## config.mk

```make
export PLATFORM = sky130hd
export DESIGN_NAME = ram_port_arbiter
export DESIGN_NICKNAME = d
export VERILOG_FILES = /design/src/rtl/ram_port_arbiter.sv
export SDC_FILE = /design/constraint.sdc
export NUM_CORES = 1
export LEC_CHECK = 0
export BUFFER_PORTS_ARGS = -buffer_cell sky130_fd_sc_hd__buf_2
export CAP_MARGIN = 15
export CORE_MARGIN = 2
export CORE_UTILIZATION = 30
export DETAILED_ROUTE_END_ITERATION = 8
export PLACE_DENSITY = 0.55
export SYNTH_ARGS = -nofsm -noshare
export SYNTH_HDL_FRONTEND = slang
export SYNTH_SLANG_ARGS = --single-unit
export TNS_END_PERCENT = 50
```

## constraint.sdc

```tcl
create_clock -name clk -period 3.9 [get_ports clk]
set_input_delay 0.39 -clock clk [delete_from_list [all_inputs] [get_ports clk]]
set_output_delay 0.39 -clock clk [all_outputs]
set_load 0.02 [all_outputs]
```

## src/rtl/ram_port_arbiter.sv

```systemverilog
// Round-robin arbiter merging REQ requesters onto a single RAM port, with
// read responses routed back to the issuing requester after a fixed latency.
module ram_port_arbiter #(
  parameter int unsigned REQ    = 4,
  parameter int unsigned DATA   = 16,
  parameter int unsigned DEPTH  = 4,
  parameter int unsigned OUTREG = 0,
  localparam int unsigned ADDR  = (DEPTH > 1) ? $clog2(DEPTH) : 1
) (
  input  logic                       clk,
  input  logic                       reset,
  input  logic [REQ-1:0]             req_valid,
  input  logic [REQ-1:0]             req_rw_,
  input  logic [REQ-1:0][ADDR-1:0]   req_addr,
  input  logic [REQ-1:0][DATA-1:0]   req_wdata,
  output logic [REQ-1:0]             req_ready,
  output logic [REQ-1:0]             rsp_valid,
  output logic [REQ-1:0][DATA-1:0]   rsp_rdata,
  output logic                       ram_en,
  output logic                       ram_rw_,
  output logic [ADDR-1:0]            ram_addr,
  output logic [DATA-1:0]            ram_wdata,
  input  logic [DATA-1:0]            ram_rdata
);

  localparam int unsigned PTR_W = $clog2(REQ);

  logic [PTR_W-1:0] rr_ptr;
  logic [PTR_W-1:0] rr_ptr_nxt;
  logic [PTR_W-1:0] grant_idx;
  logic [PTR_W-1:0] cand;
  logic [REQ-1:0]   grant;
  logic             grant_any;
  logic             rd_fire;
  logic             tag_vld;
  logic [PTR_W-1:0] tag_idx;
  int unsigned      idx;

  // First valid requester at or after rr_ptr, wrapping modulo REQ.
  always_comb begin
    grant      = '0;
    grant_idx  = '0;
    grant_any  = 1'b0;
    cand       = '0;
    idx        = 0;
    for (int unsigned k = 0; k < REQ; k++) begin
      idx  = (32'(rr_ptr) + k) % REQ;
      cand = PTR_W'(idx);
      if (!grant_any && req_valid[cand]) begin
        grant_any       = 1'b1;
        grant_idx       = cand;
        grant[cand]     = 1'b1;
      end
    end
  end

  always_comb begin
    rr_ptr_nxt = rr_ptr;
    if (grant_any) begin
      rr_ptr_nxt = (grant_idx == PTR_W'(REQ - 1)) ? '0 : grant_idx + PTR_W'(1);
    end
  end

  always_ff @(posedge clk or negedge reset) begin
    if (!reset) rr_ptr <= '0;
    else        rr_ptr <= rr_ptr_nxt;
  end

  assign req_ready = reset ? grant : '0;
  assign ram_en    = reset & (|req_valid);
  assign ram_rw_   = req_rw_[grant_idx];
  assign ram_addr  = req_addr[grant_idx];
  assign ram_wdata = req_wdata[grant_idx];
  assign rd_fire   = grant_any & req_rw_[grant_idx];

  // With a registered RAM output the tag waits one edge for the data.
  if (OUTREG != 0) begin : g_outreg
    logic             tag_vld_q;
    logic [PTR_W-1:0] tag_idx_q;
    always_ff @(posedge clk or negedge reset) begin
      if (!reset) begin
        tag_vld_q <= 1'b0;
        tag_idx_q <= '0;
      end else begin
        tag_vld_q <= rd_fire;
        tag_idx_q <= grant_idx;
      end
    end
    assign tag_vld = tag_vld_q;
    assign tag_idx = tag_idx_q;
  end else begin : g_direct
    assign tag_vld = rd_fire;
    assign tag_idx = grant_idx;
  end

  always_ff @(posedge clk or negedge reset) begin
    if (!reset) begin
      rsp_valid <= '0;
      rsp_rdata <= '0;
    end else begin
      rsp_valid <= '0;
      rsp_rdata <= '0;
      if (tag_vld) begin
        rsp_valid[tag_idx] <= 1'b1;
        rsp_rdata[tag_idx] <= ram_rdata;
      end
    end
  end

endmodule

```

==> results of run 1 <==
## cells in the final DEF (no fill, tap or decap), types with 2 or more instances in the layout
cell type / count
sky130_fd_sc_hd__a211oi_1: 3
sky130_fd_sc_hd__a21boi_0: 4
sky130_fd_sc_hd__a21oi_1: 4
sky130_fd_sc_hd__a22o_1: 5
sky130_fd_sc_hd__a22oi_2: 2
sky130_fd_sc_hd__buf_2: 188
sky130_fd_sc_hd__buf_4: 9
sky130_fd_sc_hd__clkbuf_16: 9
sky130_fd_sc_hd__clkbuf_8: 2
sky130_fd_sc_hd__clkinv_2: 2
sky130_fd_sc_hd__clkinvlp_4: 2
sky130_fd_sc_hd__dfrtp_1: 69
sky130_fd_sc_hd__ha_1: 12
sky130_fd_sc_hd__inv_1: 5
sky130_fd_sc_hd__mux2_2: 2
sky130_fd_sc_hd__mux2i_1: 63
sky130_fd_sc_hd__nand2_1: 13
sky130_fd_sc_hd__nand3_1: 68
sky130_fd_sc_hd__nor2_1: 67
sky130_fd_sc_hd__nor2_4: 9
sky130_fd_sc_hd__nor2b_1: 3
sky130_fd_sc_hd__o21ai_0: 4
## area by class of cell
cell class | instances | area share, %
timing repair buffer | 197 | 19.4
clock buffer | 11 | 4.87
tap | 172 | 4.15
clock inverter | 5 | 0.651
sequential | 70 | 33.8
inverter | 6 | 0.434
multi-input combinational | 276 | 36.7
## cell families (layout without fill, tap and decap cells)
kind of cell / Yosys count / count (layout)
AOI/OAI and AO/OA: 31 / 31
muxes: 66 / 66
and+or+nand+nor: 167 / 167
adders and majority gates: 12 / 12
buffers and inverters: 41 / 219
DFF: 70 / 70
## Yosys cell counts (2+ instances only)
library cell	number	area share (%)
sky130_fd_sc_hd__a211oi_1	3	0.58
sky130_fd_sc_hd__a21boi_0	4	0.78
sky130_fd_sc_hd__a21oi_1	4	0.52
sky130_fd_sc_hd__a22o_1	5	1.1
sky130_fd_sc_hd__a22oi_2	2	0.65
sky130_fd_sc_hd__buf_1	3	0.29
sky130_fd_sc_hd__buf_2	11	1.4
sky130_fd_sc_hd__buf_6	4	1.2
sky130_fd_sc_hd__clkbuf_1	16	1.6
sky130_fd_sc_hd__dfrtp_1	70	45
sky130_fd_sc_hd__ha_1	12	3.9
sky130_fd_sc_hd__inv_1	5	0.49
sky130_fd_sc_hd__mux2_2	2	0.58
sky130_fd_sc_hd__mux2i_1	63	16
sky130_fd_sc_hd__nand2_1	14	1.4
sky130_fd_sc_hd__nand3_1	68	8.8
sky130_fd_sc_hd__nor2_1	67	6.5
sky130_fd_sc_hd__nor2_4	9	2.6
sky130_fd_sc_hd__nor2b_1	3	0.49
sky130_fd_sc_hd__o21a_1	2	0.39
sky130_fd_sc_hd__o21ai_0	4	0.52
## critical path, stage by stage, from the launching register on
cell and delay, ps:
sky130_fd_sc_hd__dfrtp_2 480, sky130_fd_sc_hd__inv_1 130, sky130_fd_sc_hd__ha_1 490, sky130_fd_sc_hd__mux4_2 460
sky130_fd_sc_hd__o21ai_4 220, sky130_fd_sc_hd__nand2_1 80, sky130_fd_sc_hd__o21a_2 150, sky130_fd_sc_hd__buf_4 310
sky130_fd_sc_hd__mux2i_1 180, sky130_fd_sc_hd__mux2i_1 190, sky130_fd_sc_hd__buf_2 190
## power groups by stage
stage               Clock, mW  Combinational [mW]  Sequential [mW]
CTS                     0.773                3.17             1.09
global placement            0                3.13             1.10
global route            0.808                3.41             1.11
finish                  0.759                3.13             1.09
floorplan                   0                1.98             1.42
detailed placement          0                3.17             1.10
## what timing repair did
item	CTS	global route
setup endpoints to repair	0	17
hold buffers	0	0
resized for setup	0	1
## per-stage QoR
step	area [um2]	hold WS, ps
2_1_floorplan	3850	94.4
3_3_place_gp	4900	575
3_5_place_dp	4900	572
4_1_cts	5190	228
5_1_grt	5190	277
6_report	5190	183
## final timing paths
path | from | to
setup / recovery | rr_ptr[1]$_DFFE_PN0P_ | ram_wdata[3]
hold / removal | reset | rsp_rdata[10]$_DFF_PN0_
setup reg to reg | rr_ptr[1]$_DFFE_PN0P_ | rsp_rdata[31]$_DFF_PN0_
hold reg to reg | rr_ptr[0]$_DFFE_PN0P_ | rr_ptr[0]$_DFFE_PN0P_
max in group asynchronous | reset | rr_ptr[1]$_DFFE_PN0P_
min in group clk | ram_rdata[7] | rsp_rdata[7]$_DFF_PN0_
## sequential cells by signal, summed over array words and instances (netlist names)
register   flops
rsp_rdata     64
rsp_valid      4
rr_ptr         2
## per-layer routing
metal / GRT usage, % / up-vias
li1: - / 1670
met4: 2.79 / 0
met3: 4.09 / 12
met1: 20.0 / 1621
met5: 0 / -
met2: 27.9 / 174
==> impl_summary.txt, run 1 <==
----------------------------------------------------
[Outcome]
  Status ... finished clean

[Synth]
  Area fraction in compound gates after synthesis ... under 10%
  Area fraction in and, or, nand and nor cells after synthesis ... between 20% and 30%
  Post-synthesis share of cell area spent on full adders, half adders and majority gates ... roughly 4%
  Number of distinct standard cells referenced by the synthesized netlist ... 37
  Largest family of logic cells by synthesized area ... simple AND/OR/NAND/NOR gates
  Synth Flop Type ... sky130_fd_sc_hd__dfrtp_1
  Count of flip-flops with a built-in enable after synthesis ... 0
  Number of nets produced by synthesis ... 497
  Synthesized-area fraction occupied by xor and xnor cells ... 0%
  Area of the mapped netlist ... approximately 3900 um2
  Post-synthesis mux area share ... about 18%
  Register bit count reported by yosys ... 70
  Average size of a mapped cell ... 9.95 um2
  Share of the yosys chip area belonging to registers ... 45.5%
  Synthesized instance count ... 387
  Fraction of synthesis flops using an asynchronous set or reset pin ... 100%
  Number of warnings issued by yosys ... 0

[Die]
  Full die area ... 13800 um2
  Io pins ... 190
  Cell row count ... 41
  DIE HEIGHT ... 117 um
  Initial core utilization ... 30.7%
  X dimension of the die ... between 100 and 150 um
  Floorplan core area ... about 13000 um2

[Drt]
  Via count ... 3477
  Met2 wire len ... 5490 um
  Count of TritonRoute iterations in the first routing pass ... 4
  Residual DRC count ... 0
  Final ANT Viol Nets ... 0
  Routed metal-1 wire length ... 4470 um
  Routed length per instance ... 14.7 um
  Highest signal layer in the routed design ... met4
  Post-detailed-routing wire length ... 10900 um
  Count of routing violations after the opening detailed-route iteration ... 293
  Met3 Wirelength ... 813 um
  Vias per Instance ... between 4 and 5

[Timing]
  RSZ-0062 raised after global routing ... false
  Slew @ Worst Pin ... 895 ps
  Max frequency ... 0.276 GHz
  Share of the clock period used by the worst path ... 92.8%
  Endpoints failing setup ... 0
  Slew headroom ... 40.3%
  Final Max Slew Viols ... 0
  Maximum clock skew at final layout ... 7.13 ps
  Setup TNS Final ... 0 ps
  Min cycle time layout ... approximately 3600 ps
  Final hold viol count ... 0
  Least setup slack across all paths after layout ... 280 ps

[Worst setup path]
  Worst EP required ... about 3500 ps
  Category of the critical setup timing path ... register to output port
  Data arrival time of the worst path ... 3230 ps
  Reg-to-reg slack, setup ... 630 ps
  Crit. End Element ... output port
  Startpoint type of the worst setup path ... register
  Worst Reg-to-Reg Cells ... 10
  Crit path max fanout ... 36

[Place]
  Pre-CTS WS ... 500 ps
  Number of cells in the design after placement ... 721
  Routability Congestion ... 0.783
  Detailed placement HPWL ... 8140 um
  Count of buffers from port buffering ... 189

[Run]
  # Max-Cap Violations ... 0

[Pwr]
  Power Density ... 959 nW/um2
  Leakage component of the power ... 2.87 nW
  Combinational Power Share ... 62.9%
  Max IR drop VDD ... between 800 and 900 uV
  Clock network fraction of total power ... 15.2%
  Net load switching power ... ~2.4 mW
  Internal portion of total power ... ~2.5 mW
  Register share of total power ... between 20% and 30%
  Fraction of power spent switching nets ... 49.0%
  Final Total Pwr ... 4.98 mW

[CTS]
  Clock Tree Buf Depth ... 2
  Clock-pin slew on the worst setup and hold paths ... 60 ps
  Clock latency of the later-clocked register in the worst-skew pair ... 320 ps
  H-tree levels ... 3
  Sinks on the clock net ... 70
  CTS buffer count ... 9
  Clock root buffer ... sky130_fd_sc_hd__clkbuf_16
  Buffers inserted by post-CTS timing repair ... 0
  TritonCTS clock tree ... built

[Worst hold path]
  Tightest Hold Check Type ... input port to async pin

[Layout]
  Share of layout cells above drive strength 1 ... approximately two fifths
  Fin nets ... between 600 and 700
  Fill cell instance count of the final layout ... 1243
  Multi-input gate area in the final layout ... between 1500 and 2000 um2
  Antenna diode count ... 0
  Final core utilization ... between 40% and 50%
  Sequential cell area ... 1750 um2
  Non-Filler Instances ... 737
  Area added between synthesis and finish ... 34.7%

[GRT]
  First-pass GRT wire length ... around 18000 um
  Antenna violations before repair ... 0
  GR Overflow Total ... 0
  Overall global routing resource usage ... ~16%
  Vias in the first global route ... 3368
  Largest net degree at the start of global routing ... 76

----------------------------------------------------
Note: power is estimated with default switching activity, not from simulation.
==> run 2: changes to the inputs <==
--- a/config.mk
+++ b/config.mk
@@ -7,10 +7,12 @@
 export LEC_CHECK = 0
 export BUFFER_PORTS_ARGS = -buffer_cell sky130_fd_sc_hd__buf_2
 export CAP_MARGIN = 15
+export CELL_PAD_IN_SITES_DETAIL_PLACEMENT = 0
+export CELL_PAD_IN_SITES_GLOBAL_PLACEMENT = 1
 export CORE_MARGIN = 2
 export CORE_UTILIZATION = 30
 export DETAILED_ROUTE_END_ITERATION = 8
-export PLACE_DENSITY = 0.55
+export PLACE_DENSITY = 0.72
 export SYNTH_ARGS = -nofsm -noshare
 export SYNTH_HDL_FRONTEND = slang
 export SYNTH_SLANG_ARGS = --single-unit
==> run 2 against run 1 <==
Against the previous run:
- cell area grew 0.55%
- largest cell class unchanged
- total power up 1.2%
- non-clock buffer count up 1
- wire length up 0.91%
- setup slack worse by 71 ps
- clock skew is 1.5 ps lower
- highest routed layer unchanged
- first-iteration DRC count grew 12%
- critical endpoint is now ram_wdata[2]
- die area unchanged
- combinational power rose by 2%
==> impl_summary.txt, run 2 (synthesis gave the netlist of run 1 again) <==
----------------------------------------------------
[Layout]
  Share of layout cells above drive strength 1 ... 41.0%
  Area added between synthesis and finish ... 35.4%
  Fin nets ... 671
  Reg with most FFs ... rsp_rdata
  Commonest cells after routing, fill and taps aside ... sky130_fd_sc_hd__buf_2 (188), sky130_fd_sc_hd__dfrtp_1 (70), sky130_fd_sc_hd__nand3_1 (68), sky130_fd_sc_hd__nor2_1 (67), sky130_fd_sc_hd__mux2i_1 (63)
  Fill cell instance count of the final layout ... between 1000 and 1500
  Largest registers ... rsp_rdata x64, rsp_valid x4, rr_ptr x2
  Final core utilization ... roughly 42%
  Max FFs per register ... 64
  Non-Filler Instances ... between 700 and 800
  Antenna diode count ... 0
  Most common cell after layout, fill and taps aside ... sky130_fd_sc_hd__buf_2

[Timing]
  RSZ-0062 raised after global routing ... false
  Final hold viol count ... 0
  Max frequency ... around 0.27 GHz
  Slew @ Worst Pin ... between 800 and 900 ps
  Setup TNS Final ... 0 ps
  Maximum clock skew at final layout ... 5.66 ps
  Final Max Slew Viols ... 0
  Share of the clock period used by the worst path ... a little over nine tenths
  Slew headroom ... 40.8%
  Endpoints failing setup ... 0
  Min cycle time layout ... 3690 ps

[Die]
  Full die area ... 13800 um2
  X dimension of the die ... 117 um
  Io pins ... 190
  Cell row count ... 41
  DIE HEIGHT ... 117 um
  Initial core utilization ... between 30% and 40%
  Floorplan core area ... 12600 um2

[Drt]
  Vias per Instance ... roughly 4.7
  Routed length per instance ... 14.8 um
  Post-detailed-routing wire length ... ~11000 um
  Count of routing violations after the opening detailed-route iteration ... 327
  Count of TritonRoute iterations in the first routing pass ... 5
  Residual DRC count ... 0
  Via count ... 3496
  Final ANT Viol Nets ... 0

[Pwr]
  Power Density ... 966 nW/um2
  Final Total Pwr ... 5.04 mW
  Leakage component of the power ... 2.88 nW
  Max IR drop VDD ... around 430 uV

[CTS]
  Clock root buffer ... sky130_fd_sc_hd__clkbuf_16
  Sinks on the clock net ... 70
  Buffers inserted by post-CTS timing repair ... 0
  TritonCTS clock tree ... built
  Clock Tree Buf Depth ... 2
  CTS buffer count ... 9
  Post-cts sizing count ... 0
  Clock latency of the later-clocked register in the worst-skew pair ... ~320 ps
  Clock-pin slew on the worst setup and hold paths ... 50 ps
  H-tree levels ... 3
  Number of buffers inserted by hold repair at cts ... 0

[GRT]
  First-pass GRT wire length ... 17100 um
  Largest net degree at the start of global routing ... 76
  Antenna violations before repair ... 0
  Overall global routing resource usage ... 15.5%
  Vias in the first global route ... 3426
  GR Overflow Total ... 0

[Worst setup path]
  Category of the critical setup timing path ... register to output port
  Startpoint type of the worst setup path ... register
  Crit. End Element ... output port
  Reg-to-reg slack, setup ... approximately 520 ps
  End of the worst register-to-register path ... rsp_rdata[31]$_DFF_PN0_
  Worst Reg-to-Reg Cells ... 11
  Worst EP required ... 3510 ps
  Crit path max fanout ... 15
  Launch point of the worst reg-to-reg path ... rr_ptr[1]$_DFFE_PN0P_
  Data arrival time of the worst path ... 3300 ps

[Outcome]
  Status ... finished clean

[Place]
  Number of cells in the design after placement ... 722
  Routability Congestion ... between 0.8 and 0.9
  Count of buffers from port buffering ... 189
  Detailed placement HPWL ... about 8400 um

[Worst hold path]
  Tightest Hold Check Type ... input port to async pin

[Run]
  # Max-Cap Violations ... 0

----------------------------------------------------
run 2: metrics by stage:
stage,setup slack [ps],hold WS (ps),area [um2]
after global placement,619,571,4930
after CTS,201,233,5220
after detailed placement,530,574,4930
after floorplan,509,94.4,3850
after global routing,3.52,281,5220
final,209,199,5220
run 2: routing by layer:
metal / global-route usage (%) / part of all wire, % / up-vias / routed length (um)
li1: - / - / 1674 / -
met1: 17.7 / 39 / 1626 / 4240
met2: 28.3 / 52 / 180 / 5720
met3: 3.16 / 6.9 / 16 / 751
met4: 5.80 / 2.2 / 0 / 246
met5: 0 / 0 / - / 0
run 2: area by class of cell:
type | instances | area [um2] | area share [%]
clock buffer | 12 | 236 | 4.53
tap | 172 | 215 | 4.12
sequential | 70 | 1750 | 33.6
clock inverter | 4 | 47.5 | 0.911
inverter | 6 | 22.5 | 0.432
timing repair buffer | 198 | 1040 | 20.0
multi-input combinational | 276 | 1900 | 36.5
run 2: power by group:
part	switching [mW]	internal, mW	total, mW
Combinational	2.04	1.14	3.18
Clock	0.275	0.493	0.768
Sequential	0.0975	0.991	1.09
Total	2.41	2.62	5.04
run 2: worst max-delay path by stage:
stage / startpoint / to / depth (start not counted)
2_1_floorplan: rr_ptr[0]$_DFFE_PN0P_ / rsp_rdata[50]$_DFF_PN0_ / 16
3_3_place_gp: rr_ptr[1]$_DFFE_PN0P_ / ram_wdata[3] / 10
3_5_place_dp: rr_ptr[1]$_DFFE_PN0P_ / rsp_rdata[31]$_DFF_PN0_ / 11
4_1_cts: rr_ptr[1]$_DFFE_PN0P_ / ram_wdata[2] / 10
5_1_grt: rr_ptr[1]$_DFFE_PN0P_ / ram_wdata[2] / 10
6_report: rr_ptr[1]$_DFFE_PN0P_ / ram_wdata[2] / 10
run 2: worst max-delay path: stages, from the launching register on:
cell and delay [ps]:
sky130_fd_sc_hd__dfrtp_1 560, sky130_fd_sc_hd__inv_1 180, sky130_fd_sc_hd__ha_1 490, sky130_fd_sc_hd__mux4_2 360, sky130_fd_sc_hd__o21ai_4 90, sky130_fd_sc_hd__nand2_1 80
sky130_fd_sc_hd__o21a_2 440, sky130_fd_sc_hd__buf_4 310, sky130_fd_sc_hd__mux2i_1 210, sky130_fd_sc_hd__mux2i_1 90, sky130_fd_sc_hd__buf_2 170
